### src/rtl/alu_seq.sv
// alu_seq: registered ALU with a valid/ready handshake on both sides.
// The result and flags sit in output registers until the consumer takes them.
// Optional macro ALU_SEQ_MUL_EN adds a WIDTH-step shift-add multiplier (opcode 8);
// without it, opcode 8 is reported as an invalid operation.
//
// Handshake: an operation is accepted on a rising edge where in_valid & in_ready;
// a result is consumed on a rising edge where out_valid & out_ready. in_ready is
// high only in IDLE, so a new operation cannot be accepted in the cycle its
// predecessor is consumed. in_valid outside IDLE and out_ready outside HOLD are ignored.
module alu_seq #(
    parameter int WIDTH = 16,
    parameter int SEL_W = 4
) (
    input  logic             clk,
    input  logic             rst_n,
    input  logic             in_valid,
    output logic             in_ready,
    input  logic [WIDTH-1:0] in_a,
    input  logic [WIDTH-1:0] in_b,
    input  logic [SEL_W-1:0] select,
    output logic             out_valid,
    input  logic             out_ready,
    output logic [WIDTH-1:0] alu_out,
    output logic [WIDTH-1:0] alu_out_hi,
    output logic             flag_z,
    output logic             flag_c,
    output logic             flag_n,
    output logic             flag_v,
    output logic             flag_err,
    output logic [1:0]       dbg_state
);

    localparam logic [SEL_W-1:0] OP_ADD = SEL_W'(0);
    localparam logic [SEL_W-1:0] OP_SUB = SEL_W'(1);
    localparam logic [SEL_W-1:0] OP_AND = SEL_W'(2);
    localparam logic [SEL_W-1:0] OP_OR  = SEL_W'(3);
    localparam logic [SEL_W-1:0] OP_XOR = SEL_W'(4);
    localparam logic [SEL_W-1:0] OP_SHL = SEL_W'(5);
    localparam logic [SEL_W-1:0] OP_SHR = SEL_W'(6);
    localparam logic [SEL_W-1:0] OP_CMP = SEL_W'(7);
`ifdef ALU_SEQ_MUL_EN
    localparam logic [SEL_W-1:0] OP_MUL = SEL_W'(8);
    localparam int CNT_W = $clog2(WIDTH);

    typedef enum logic [1:0] {ST_IDLE = 2'd0, ST_MUL = 2'd1, ST_HOLD = 2'd2} state_t;
`else
    typedef enum logic [1:0] {ST_IDLE = 2'd0, ST_HOLD = 2'd2} state_t;
`endif

    state_t           state_q, state_d;
    logic             out_valid_q, out_valid_d;
    logic [WIDTH-1:0] alu_out_q, alu_out_d;
    logic [WIDTH-1:0] alu_out_hi_q, alu_out_hi_d;
    logic             flag_z_q, flag_z_d;
    logic             flag_c_q, flag_c_d;
    logic             flag_n_q, flag_n_d;
    logic             flag_v_q, flag_v_d;
    logic             flag_err_q, flag_err_d;

    logic [WIDTH:0]   add_w, sub_w;
    logic [WIDTH-1:0] res;
    logic             res_c, res_v, res_err;
    logic             accept;

`ifdef ALU_SEQ_MUL_EN
    // Product register: upper half accumulates, lower half starts as the
    // multiplier and is shifted out one bit per step.
    logic [2*WIDTH-1:0] acc_q, acc_d;
    logic [WIDTH-1:0]   mcand_q, mcand_d;
    logic [CNT_W-1:0]   cnt_q, cnt_d;
    logic [WIDTH:0]     mul_upper;
    logic [2*WIDTH-1:0] mul_next;
    logic               op_is_mul;
`endif

    assign in_ready = (state_q == ST_IDLE);
    assign accept   = in_valid & in_ready;

    // Single-cycle ALU result and flags for every non-multiply opcode.
    always_comb begin
        add_w   = {1'b0, in_a} + {1'b0, in_b};
        sub_w   = {1'b0, in_a} - {1'b0, in_b};
        res     = '0;
        res_c   = 1'b0;
        res_v   = 1'b0;
        res_err = 1'b0;
`ifdef ALU_SEQ_MUL_EN
        op_is_mul = 1'b0;
`endif
        case (select)
            OP_ADD: begin
                res   = add_w[WIDTH-1:0];
                res_c = add_w[WIDTH];
                res_v = (in_a[WIDTH-1] == in_b[WIDTH-1]) & (add_w[WIDTH-1] != in_a[WIDTH-1]);
            end
            OP_SUB: begin
                // Bit WIDTH of the widened difference is the borrow (a < b).
                res   = sub_w[WIDTH-1:0];
                res_c = sub_w[WIDTH];
                res_v = (in_a[WIDTH-1] != in_b[WIDTH-1]) & (sub_w[WIDTH-1] != in_a[WIDTH-1]);
            end
            OP_AND: res = in_a & in_b;
            OP_OR:  res = in_a | in_b;
            OP_XOR: res = in_a ^ in_b;
            // Shift by the whole of in_b: amounts >= WIDTH shift everything out.
            OP_SHL: res = in_a << in_b;
            OP_SHR: res = in_a >> in_b;
            OP_CMP: begin
                if (in_a > in_b)      res = WIDTH'(1);
                else if (in_a < in_b) res = WIDTH'(2);
                else                  res = '0;
            end
`ifdef ALU_SEQ_MUL_EN
            OP_MUL: op_is_mul = 1'b1;
`endif
            default: res_err = 1'b1;
        endcase
    end

`ifdef ALU_SEQ_MUL_EN
    // One shift-add step: add the multiplicand when the current multiplier bit is set.
    always_comb begin
        mul_upper = {1'b0, acc_q[2*WIDTH-1:WIDTH]} + (acc_q[0] ? {1'b0, mcand_q} : '0);
        mul_next  = {mul_upper, acc_q[WIDTH-1:1]};
    end
`endif

    // Next-state and next-output logic for the IDLE/MUL/HOLD controller.
    always_comb begin
        state_d      = state_q;
        out_valid_d  = out_valid_q;
        alu_out_d    = alu_out_q;
        alu_out_hi_d = alu_out_hi_q;
        flag_z_d     = flag_z_q;
        flag_c_d     = flag_c_q;
        flag_n_d     = flag_n_q;
        flag_v_d     = flag_v_q;
        flag_err_d   = flag_err_q;
`ifdef ALU_SEQ_MUL_EN
        acc_d        = acc_q;
        mcand_d      = mcand_q;
        cnt_d        = cnt_q;
`endif
        case (state_q)
            ST_IDLE: begin
                if (accept) begin
`ifdef ALU_SEQ_MUL_EN
                    if (op_is_mul) begin
                        state_d = ST_MUL;
                        acc_d   = {{WIDTH{1'b0}}, in_b};
                        mcand_d = in_a;
                        cnt_d   = '0;
                    end else begin
`endif
                        state_d      = ST_HOLD;
                        out_valid_d  = 1'b1;
                        alu_out_d    = res;
                        alu_out_hi_d = '0;
                        flag_z_d     = (res == '0);
                        flag_c_d     = res_c;
                        flag_n_d     = res[WIDTH-1];
                        flag_v_d     = res_v;
                        flag_err_d   = res_err;
`ifdef ALU_SEQ_MUL_EN
                    end
`endif
                end
            end
`ifdef ALU_SEQ_MUL_EN
            ST_MUL: begin
                acc_d = mul_next;
                cnt_d = cnt_q + CNT_W'(1);
                if (cnt_q == CNT_W'(WIDTH - 1)) begin
                    state_d      = ST_HOLD;
                    out_valid_d  = 1'b1;
                    alu_out_d    = mul_next[WIDTH-1:0];
                    alu_out_hi_d = mul_next[2*WIDTH-1:WIDTH];
                    flag_z_d     = (mul_next[WIDTH-1:0] == '0);
                    flag_c_d     = 1'b0;
                    flag_n_d     = mul_next[WIDTH-1];
                    flag_v_d     = 1'b0;
                    flag_err_d   = 1'b0;
                end
            end
`endif
            ST_HOLD: begin
                if (out_ready) begin
                    state_d     = ST_IDLE;
                    out_valid_d = 1'b0;
                end
            end
            default: begin
                state_d     = ST_IDLE;
                out_valid_d = 1'b0;
            end
        endcase
    end

    // State and registered outputs; reset discards any operation in flight.
    always_ff @(posedge clk or negedge rst_n) begin
        if (!rst_n) begin
            state_q      <= ST_IDLE;
            out_valid_q  <= 1'b0;
            alu_out_q    <= '0;
            alu_out_hi_q <= '0;
            flag_z_q     <= 1'b0;
            flag_c_q     <= 1'b0;
            flag_n_q     <= 1'b0;
            flag_v_q     <= 1'b0;
            flag_err_q   <= 1'b0;
`ifdef ALU_SEQ_MUL_EN
            acc_q        <= '0;
            mcand_q      <= '0;
            cnt_q        <= '0;
`endif
        end else begin
            state_q      <= state_d;
            out_valid_q  <= out_valid_d;
            alu_out_q    <= alu_out_d;
            alu_out_hi_q <= alu_out_hi_d;
            flag_z_q     <= flag_z_d;
            flag_c_q     <= flag_c_d;
            flag_n_q     <= flag_n_d;
            flag_v_q     <= flag_v_d;
            flag_err_q   <= flag_err_d;
`ifdef ALU_SEQ_MUL_EN
            acc_q        <= acc_d;
            mcand_q      <= mcand_d;
            cnt_q        <= cnt_d;
`endif
        end
    end

    assign out_valid  = out_valid_q;
    assign alu_out    = alu_out_q;
    assign alu_out_hi = alu_out_hi_q;
    assign flag_z     = flag_z_q;
    assign flag_c     = flag_c_q;
    assign flag_n     = flag_n_q;
    assign flag_v     = flag_v_q;
    assign flag_err   = flag_err_q;
    assign dbg_state  = state_q;

endmodule

### config.mk
export PLATFORM = sky130hd
export DESIGN_NAME = alu_seq
export DESIGN_NICKNAME = d
export VERILOG_FILES = /design/src/rtl/alu_seq.sv
export SDC_FILE = /design/constraint.sdc
export NUM_CORES = 1
export LEC_CHECK = 0
export BUFFER_PORTS_ARGS = -buffer_cell sky130_fd_sc_hd__buf_2
export CAP_MARGIN = 30
export CORE_MARGIN = 1.5
export CORE_UTILIZATION = 30
export DETAILED_ROUTE_END_ITERATION = 10
export SLEW_MARGIN = 10
export SYNTH_ARGS = -nofsm -noshare
export SYNTH_HDL_FRONTEND = slang
export SYNTH_SLANG_ARGS = --single-unit
### constraint.sdc
create_clock -name clk -period 1.6 [get_ports clk]
set_input_delay 0.24 -clock clk [delete_from_list [all_inputs] [get_ports clk]]
set_output_delay 0.24 -clock clk [all_outputs]
set_load 0.02 [all_outputs]
==> results of run 1 <==
[state kept, by name, summed over array words and instances, names as in the netlist]
name / cells
flag_err: 1
flag_c: 1
flag_v: 1
out_valid: 1
alu_out: 16
flag_z: 1
[layout make-up]
type                       count  area, µm²
tap                          220        275
sequential                    21        526
timing repair buffer         350       2730
fill                        1521       7790
clock buffer                   4       78.8
multi-input combinational    565       5080
inverter                      45        220
[stage by stage]
step	utilization (%)	setup slack, ns	instance area [µm²]	power [µW]
after floorplan	-	-1.25	5510	2070
after global placement	45.2	-1.45	7550	3090
after detailed placement	45.2	-1.48	7550	3120
after CTS	51.8	-0.987	8650	4000
after global routing	53.4	-1.14	8910	4380
final	53.4	-1.01	8910	4140
[cells by family (layout without fill, tap and decap cells)]
| kind of cell | Yosys count | in the layout | synth area share (%) |
|---|---|---|---|
| adder cells (fa/ha/maj) | 54 | 54 | 13.4 |
| AND/OR/NAND/NOR | 218 | 218 | 21.9 |
| flip-flops | 21 | 21 | 10.2 |
| multiplexers | 53 | 53 | 13.9 |
| buffers and inverters | 111 | 399 | 9.84 |
| other | 1 | 17 | 0.0729 |
| XOR/XNOR | 6 | 6 | 1.02 |
| AO/OA/AOI/OAI | 217 | 217 | 29.6 |
[path summary, 6_finish.rpt]
| check | depth (start not counted) | startpoint | to | slack (ns) |
|---|---|---|---|---|
| worst max register to register | 6 | out_valid$_DFFE_PN0P_ | flag_z$_DFFE_PN0P_ | -0.11 |
| max in group asynchronous | 2 | rst_n | flag_v$_DFFE_PN0P_ | 0.82 |
| worst min register to register | 2 | flag_v$_DFFE_PN0P_ | flag_v$_DFFE_PN0P_ | 0.48 |
| worst min-delay path | 2 | out_ready | out_valid$_DFFE_PN0P_ | 0.18 |
| worst max-delay path | 19 | in_b[0] | flag_z$_DFFE_PN0P_ | -1.01 |
| min in group asynchronous | 2 | rst_n | alu_out[3]$_DFFE_PN0P_ | 0.47 |
[timing repair]
| item | in CTS | in global routing |
|---|---|---|
| hold endpoints to repair | 21 | 0 |
| pin swaps | 62 | 39 |
| hold buffers | 1 | 0 |
| setup endpoints to repair | 19 | 19 |
| gates resized for setup | 168 | 49 |
| setup buffers | 37 | 5 |
[synth_stat cells, types with 6 or more instances]
cell | number | area [µm²]
sky130_fd_sc_hd__o211ai_1 | 13 | 97.6
sky130_fd_sc_hd__o21ai_0 | 50 | 250
sky130_fd_sc_hd__clkbuf_1 | 36 | 135
sky130_fd_sc_hd__a31oi_1 | 8 | 50.1
sky130_fd_sc_hd__buf_2 | 9 | 45.0
sky130_fd_sc_hd__a21oi_1 | 42 | 210
sky130_fd_sc_hd__nor2b_1 | 9 | 56.3
sky130_fd_sc_hd__nand2_1 | 67 | 251
sky130_fd_sc_hd__and3_1 | 9 | 56.3
sky130_fd_sc_hd__nor4_1 | 10 | 62.6
sky130_fd_sc_hd__nand3_1 | 9 | 45.0
sky130_fd_sc_hd__and2_1 | 6 | 37.5
sky130_fd_sc_hd__a221oi_1 | 12 | 105
sky130_fd_sc_hd__nand4_1 | 6 | 37.5
sky130_fd_sc_hd__a22oi_1 | 8 | 60.1
sky130_fd_sc_hd__nor3_1 | 22 | 110
sky130_fd_sc_hd__a21o_1 | 6 | 45.0
sky130_fd_sc_hd__a211oi_1 | 11 | 82.6
sky130_fd_sc_hd__buf_4 | 19 | 143
sky130_fd_sc_hd__or3_1 | 7 | 43.8
sky130_fd_sc_hd__ha_1 | 52 | 651
sky130_fd_sc_hd__mux4_2 | 13 | 293
sky130_fd_sc_hd__inv_1 | 42 | 158
sky130_fd_sc_hd__mux2i_1 | 24 | 240
sky130_fd_sc_hd__dfrtp_1 | 21 | 526
sky130_fd_sc_hd__nor2_1 | 38 | 143
sky130_fd_sc_hd__mux2_2 | 14 | 158
sky130_fd_sc_hd__nand2b_1 | 12 | 75.1
[report_power, final]
part	internal (µW)	leakage (µW)	switching, µW
clock	339	0.0000382	179
combinational	1400	0.00376	1530
sequential	635	0.000271	50.4
[layer usage]
layer  up-vias  share of wire, %
met5         -                 0
met3        49               7.5
li1       3131                 -
met1      3165                43
met4         0               3.3
met2       323                46
==> impl.org, run 1 <==
** Detailed routing
- Routed length per placed instance :: 18.4 µm
- Via density :: 5.53
- Total via count after detailed routing :: 6668
- In this run the remaining antenna-violating nets after routing total 0.
- Detailed-route wire length :: 22200 µm
- First-pass iteration count of the detailed router :: 5
- After detailed routing, the number of remaining DRC violations is 0.
- Drt initial violations :: 674

** Cells and area
- Commonest non-fill, non-tap cells in the layout :: sky130_fd_sc_hd__buf_4, sky130_fd_sc_hd__nand2_1, sky130_fd_sc_hd__buf_2
- Fraction of final layout cells with drive strength greater than 1 :: 53.6%
- The repair_antennas step left the layout with diodes totalling 0.
- The area growth from synthesis to layout is 73.2%.
- Leaving out fill and tap cells, the most frequent cell in the layout is sky130_fd_sc_hd__buf_4.
- Post-layout instance count excluding filler cells :: 1205
- Total number of nets in the final design :: 1080

** STA
- The smallest clock period supported by the final layout is computed as about 2.6 ns.
- For this run, the top clock speed supported by timing is 384 MHz.
- Worst setup skew after layout :: around 0.00096 ns
- In the post-route analysis, the smallest setup slack over all paths is -1.01 ns.
- The worst pin sits at a relative slew slack of around two thirds.
- Transition at the pin with the smallest max-transition slack :: 0.524 ns
- Setup TNS :: -13.46 ns
- Number of failing hold endpoints at the final stage :: 0
- Setup violations remaining at the end of the flow were counted as 19.
- The final max-slew violation count was 0.
- Setup repair after global routing missed its margin :: true
- Across all hold checks on the routed design, the worst slack comes to 0.182 ns.
- Of the available clock period, the critical path in the final layout requires 163%.

** Logic synthesis
- Post-synth EDFFs :: 0
- Yosys mapped the design onto 80 distinct sky130hd cell types.
- The synthesized netlist occupies a cell area of 5150 µm².
- FFs w/ async S/R, synth :: 100%
- During synthesis, Yosys emitted a total of 0 warnings.
- The average instance in the mapped netlist occupies 7.56 µm².
- Synthesis inferred 21 register bits.
- Sequential-to-total area share from yosys stat :: 10.2%
- Synth Flop Type :: sky130_fd_sc_hd__dfrtp_1
- Synthesis produced a netlist whose cell count is 681.

** Run status
- The checks that failed: negative setup slack.
- Status :: finished with violations

** Global routing
- Global-route wire length before repair :: 34400 µm
- The initial antenna violation count was 0.
- After global routing, the most crowded layer is met2.
- For this run, global-route usage on met2 was measured as 39.5%.
- Global routing met3 resource utilization :: 2.76%
- In the global route stage, met1 resource usage came out at between 30% and 40%.
- For this run, the total global-route usage over all layers was measured as 24.2%.
- Global route overflow :: 0
- Maximum number of pins on one net before global-route repair :: 39
- Vias in the first global route :: between 6000 and 7000

** Clocking
- In this run the number of H-tree levels came out at 1.
- Longest Clk Path Bufs :: 2
- Buffers inserted during clock tree synthesis total 3.
- Clock-pin slew of the registers on the worst-case setup and hold paths :: roughly 0.050 ns
- Clock tree from TritonCTS :: built
- Clock tree synthesis found a total of 21 sinks.
- Cell at the root of the clock tree :: sky130_fd_sc_hd__clkbuf_16
- Clock latency on the worst-skew pair :: 0.25 ns

** Setup path
- In this design, the stage delay of the slowest critical-path cell is 0.29 ns.
- CP required :: 1.74 ns
- Critical path start-end classification :: primary input to flip-flop
- Of all nets on the critical path, the largest fanout is 3.
- The kind of cell with the highest combined delay along the critical path is buffers and inverters.
- Chain of cells forming the critical path :: buf_8, ha_4, inv_4, buf_4, buf_4, buf_4, buf_4, buf_4, buf_4, buf_4, buf_4, buf_4, nor4_1, a31oi_1, nor2_1, nor3_1, o211ai_1, nor4_2, a32o_2
- For this design, the slowest cell found on the critical path is sky130_fd_sc_hd__nor4_1.
- Sum of buffers and inverters on the critical path :: 11
- STA classifies the critical path endpoint as a flip-flop.
- Among the stages of the critical path, the cell type that occurs most often is sky130_fd_sc_hd__buf_4.
- Startpoint kind of the worst setup timing path :: primary input
- Arrival @ worst endpoint :: between 2 and 3 ns

** Die
- Once the floorplan was initialized, standard cells occupied 30.8% of the core.
- The floorplan step defined a core boundary enclosing 16700 µm².
- The die is approximately 130 µm wide.
- The die is 134 µm tall.
- After floorplanning, the core was divided into 47 placement rows.
- Top Ports :: 81
- Die area :: 18000 µm²

** Flow run
- Number of violations of the max-capacitance limit :: 0

** Placement
- Port buffering added between 60 and 70 buffers.
- Placed wire-length estimate :: 17500 µm
- In this run, placement finished with an instance count of 1161.
- Placer congestion estimate :: between 0.9 and 1

** Worst hold path
- Hold Crit Class :: primary input to flip-flop

** Power
- The worst-case IR drop observed on VDD is 0.690 mV.
- For this design the static power due to leakage is 0.00407 µW.
- Power spread over the standard cell area amounts to 465 nW/µm².
No activity file was read; power rests on OpenSTA's default activity.
==> run 2: changes to the inputs <==
- CTS_CLUSTER_SIZE: not set -> 24
- clock period: 1.6 -> 2.5 ns (I/O delays scaled with it)
==> run 2 against run 1 <==
  * The flow still finishes with violations (negative setup slack)
  * Non-clock buffer count shrank 12
  * Power shrank 38%
  * Critical endpoint unchanged
  * Combinational power shrank 38%
  * Final cell count shrank 1.0%
  * Worst setup slack gained 0.79 ns
  * Clock skew is essentially flat
  * Sequential share of layout area grew 0.19 points
==> impl.org, run 2 (same netlist as run 1, synthesis figures left out) <==
** Run status
- Status :: finished with violations
- Violations in the final reports :: negative setup slack

** Clocking
- CTS built an H-tree with a depth of 1.
- Cell at the root of the clock tree :: sky130_fd_sc_hd__clkbuf_16
- The clock passes through at most 2 buffers.
- Hold-fix buffer count after cts :: 0
- For this design, the sink count on the clock tree is 21.
- TritonCTS created 3 clock buffers.
- Clock tree from TritonCTS :: built
- Clock latency on the worst-skew pair, taken at its later pin, is about 0.25 ns.
- Clock-pin slew was measured on the worst setup and hold paths at around 0.05 ns.

** Setup path
- Sum of buffers and inverters on the critical path :: 5
- Slowest cell on the critical path :: sky130_fd_sc_hd__nor4_2
- Along the worst path, the maximum fanout reaches 5.
- Arrival @ worst endpoint :: 2.85 ns
- The most numerous cell type found on the critical path is sky130_fd_sc_hd__buf_4.
- The most critical setup path has its startpoint at in_a[3].
- The startpoint identified for the worst register-to-register timing path is out_valid$_DFFE_PN0P_.
- STA classifies the critical path endpoint as a flip-flop.
- The worst register-to-register path ends at flag_z$_DFFE_PN0P_.
- R2r setup slk :: 0.78 ns
- CP required :: ~2.6 ns
- Counting cells, the worst reg-to-reg path comes to 6.
- Critical path start-end classification :: primary input to flip-flop
- Broken down by cell family, the worst path's largest delay share belongs to compound AO/OA/AOI/OAI gates.
- Worst setup path endpoint :: flag_z$_DFFE_PN0P_
- In this design, the stage delay of the slowest critical-path cell is 0.27 ns.
- STA classifies the critical path startpoint as a primary input.
- In this run the number of cells on the critical path is 14.
- The signal on the critical path passes through buf_4, buf_4, ha_1, buf_4, nor4_2, a2111o_1, buf_4, buf_4, nand3_1, nor2b_2, o211a_1, a21boi_1, and4_1, a32o_2.

** Global routing
- Entering global routing, the biggest net connects 39 pins.
- For met3 alone, demand over resource in global routing was 1.51%.
- Aggregate global-route resource usage :: 24.3%
- After global routing, the most crowded layer is met2.
- Global-route track usage on met2 :: between 40% and 50%
- Antenna violations before repair :: 0
- Global-route wire length before repair :: 34400 µm
- For this run the aggregate overflow at the end of global routing stands at 0.
- Vias in the first global route :: 6357
- In the global route stage, met1 resource usage came out at 33.7%.

** Detailed routing
- Remaining antenna violation count after routing :: 0
- In the routed layout, each cell is associated on average with a via count of 5.56.
- After detailed routing, the average wire length per cell comes to about 19 µm.
- The detailed router placed 6632 vias in this run.
- After detailed routing, the number of remaining DRC violations is 0.
- The pre-antenna-repair detailed-routing pass consisted of 6 iterations.
- The routed design has roughly 22000 µm of wire.
- The first routing iteration left 649 violations.

** Cells and area
- Leaving out fill and tap cells, the most frequent cell in the layout is sky130_fd_sc_hd__buf_4.
- Signed area change from the synthesized netlist to the final layout :: 67.7%
- At the end of the flow, the number of nets in the layout was roughly 1100.
- Ant. Diodes :: 0
- For this run, the share of the core covered by cells in the final layout is about half.
- After routing the design area is 8630 µm².
- Number of fill cells :: between 1500 and 2000
- The post-route netlist has 51.0% of its cells at a drive strength greater than 1.
- The register with the most flip-flops in the layout has 16 of them.
- The top cell types in the final layout, fill and taps aside, are sky130_fd_sc_hd__buf_4, sky130_fd_sc_hd__nand2_1, sky130_fd_sc_hd__buf_2.

** Die
- For this design the top-level I/O count stands at 81.
- Horizontal die dimension :: 134 µm
- The total area inside the core boundary comes to about 17000 µm².
- Die Y :: 134 µm
- Die area :: between 15000 and 20000 µm²
- Placement Rows :: 47
- Initial core utilization :: 30.8%

** Placement
- Placer congestion estimate :: between 0.9 and 1
- After legalization and detailed placement, the total HPWL measured 18100 µm.
- In this run the cell area measured after placement is 7570 µm².
- Number of buffers added on ports :: 63

** STA
- Number of endpoints failing setup at the final stage :: 7
- Max Fclk :: 368 MHz
- Minimum setup slack in the final design :: -0.216 ns
- Hold timing on the final database bottoms out at a slack of 0.0665 ns.
- Min cycle time layout :: 2.72 ns
- Transition at the pin with the smallest max-transition slack :: 0.589 ns
- Dividing the final minimum period by the clock period gives 109%.
- Setup repair after global routing missed its margin :: true
- In this run the tightest slew margin relative to its limit is 60.2%.
- Summed over all failing endpoints, the final setup total negative slack is -0.515 ns.
- Max-slew violation count :: 0
- Number of failing hold endpoints at the final stage :: 0
- Worst setup skew after layout :: 0.00116 ns

** Flow run
- The tool flagged a number of max-cap violations equal to 0.

** Power
- Dividing total power by cell area gives a power density of 300 nW/µm².
- Across the VDD grid, the largest voltage drop is 0.429 mV.
- Summed over all cells, the static leakage comes to 0.00393 µW.
- Total Power :: about 2600 µW

** Worst hold path
- Hold Crit Class :: primary input to async pin
## run 2: cell types whose count changed in the layout (fill, tap and decap cells not counted), moves of 3 or more
cell,before,now
sky130_fd_sc_hd__nor3_1,14,17
sky130_fd_sc_hd__nand3_1,6,9
sky130_fd_sc_hd__inv_4,5,8
sky130_fd_sc_hd__a21oi_1,31,34
sky130_fd_sc_hd__nor3_2,7,4
sky130_fd_sc_hd__o21ai_0,29,35
sky130_fd_sc_hd__mux2_4,4,1
sky130_fd_sc_hd__o21ai_1,13,10
sky130_fd_sc_hd__a211oi_4,4,1
sky130_fd_sc_hd__buf_4,266,263
sky130_fd_sc_hd__o21ai_2,8,5
sky130_fd_sc_hd__buf_6,29,20
## run 2: how the worst min path moves through the flow
stage	from	end	slack (ns)	depth (start not counted)
2_1_floorplan	rst_n	alu_out[0]$_DFFE_PN0P_	0.08	0
3_3_place_gp	rst_n	alu_out[8]$_DFFE_PN0P_	0.35	1
3_5_place_dp	rst_n	alu_out[7]$_DFFE_PN0P_	0.35	1
4_1_cts	rst_n	alu_out[8]$_DFFE_PN0P_	0.09	1
5_1_grt	rst_n	alu_out[8]$_DFFE_PN0P_	0.11	1
6_report	rst_n	alu_out[7]$_DFFE_PN0P_	0.07	1
## run 2: repair_timing
item / 4_1_cts / 5_1_grt
setup endpoints to repair: 15 / 15
resized for setup: 106 / 89
setup buffers: 13 / 9
gates cloned: 0 / 1
pin swaps: 38 / 38
## run 2: worst register-to-register path, delay by kind of cell (launching register included)
kind	cells	cell delay, ns
buf+inv	1	0.08
compound gates	2	0.43
simple gates	3	0.77
flops	1	0.38
## run 2: per-layer routing
metal  wire length [µm]  part of all wire (%)  vias up
li1                   -                     -     3116
met1               9930                    44     3171
met2              10500                    47      299
met3               1410                   6.3       46
met4                568                   2.5        0
met5                  0                     0        -
## run 2: layout make-up
cell class	instances	area, µm²	share of cell area (%)
multi-input cells	565	4900	56.8
well taps	220	275	3.19
clock buffers	4	78.8	0.913
flip-flops and latches	21	526	6.09
repair buffers	338	2630	30.4
inverters	45	229	2.65
## run 2: through the flow
stage	worst slack (ns)	cells
after floorplan	-0.485	697
after global placement	-0.706	1169
after detailed placement	-0.717	1169
after CTS	-0.312	1185
after global routing	-0.301	1193
final	-0.216	1193
## run 2: report_power, final
part	internal (µW)	switching (µW)	total (µW)
Sequential	406	30.2	436
Combinational	865	957	1820
Clock	217	112	329
Total	1490	1100	2590
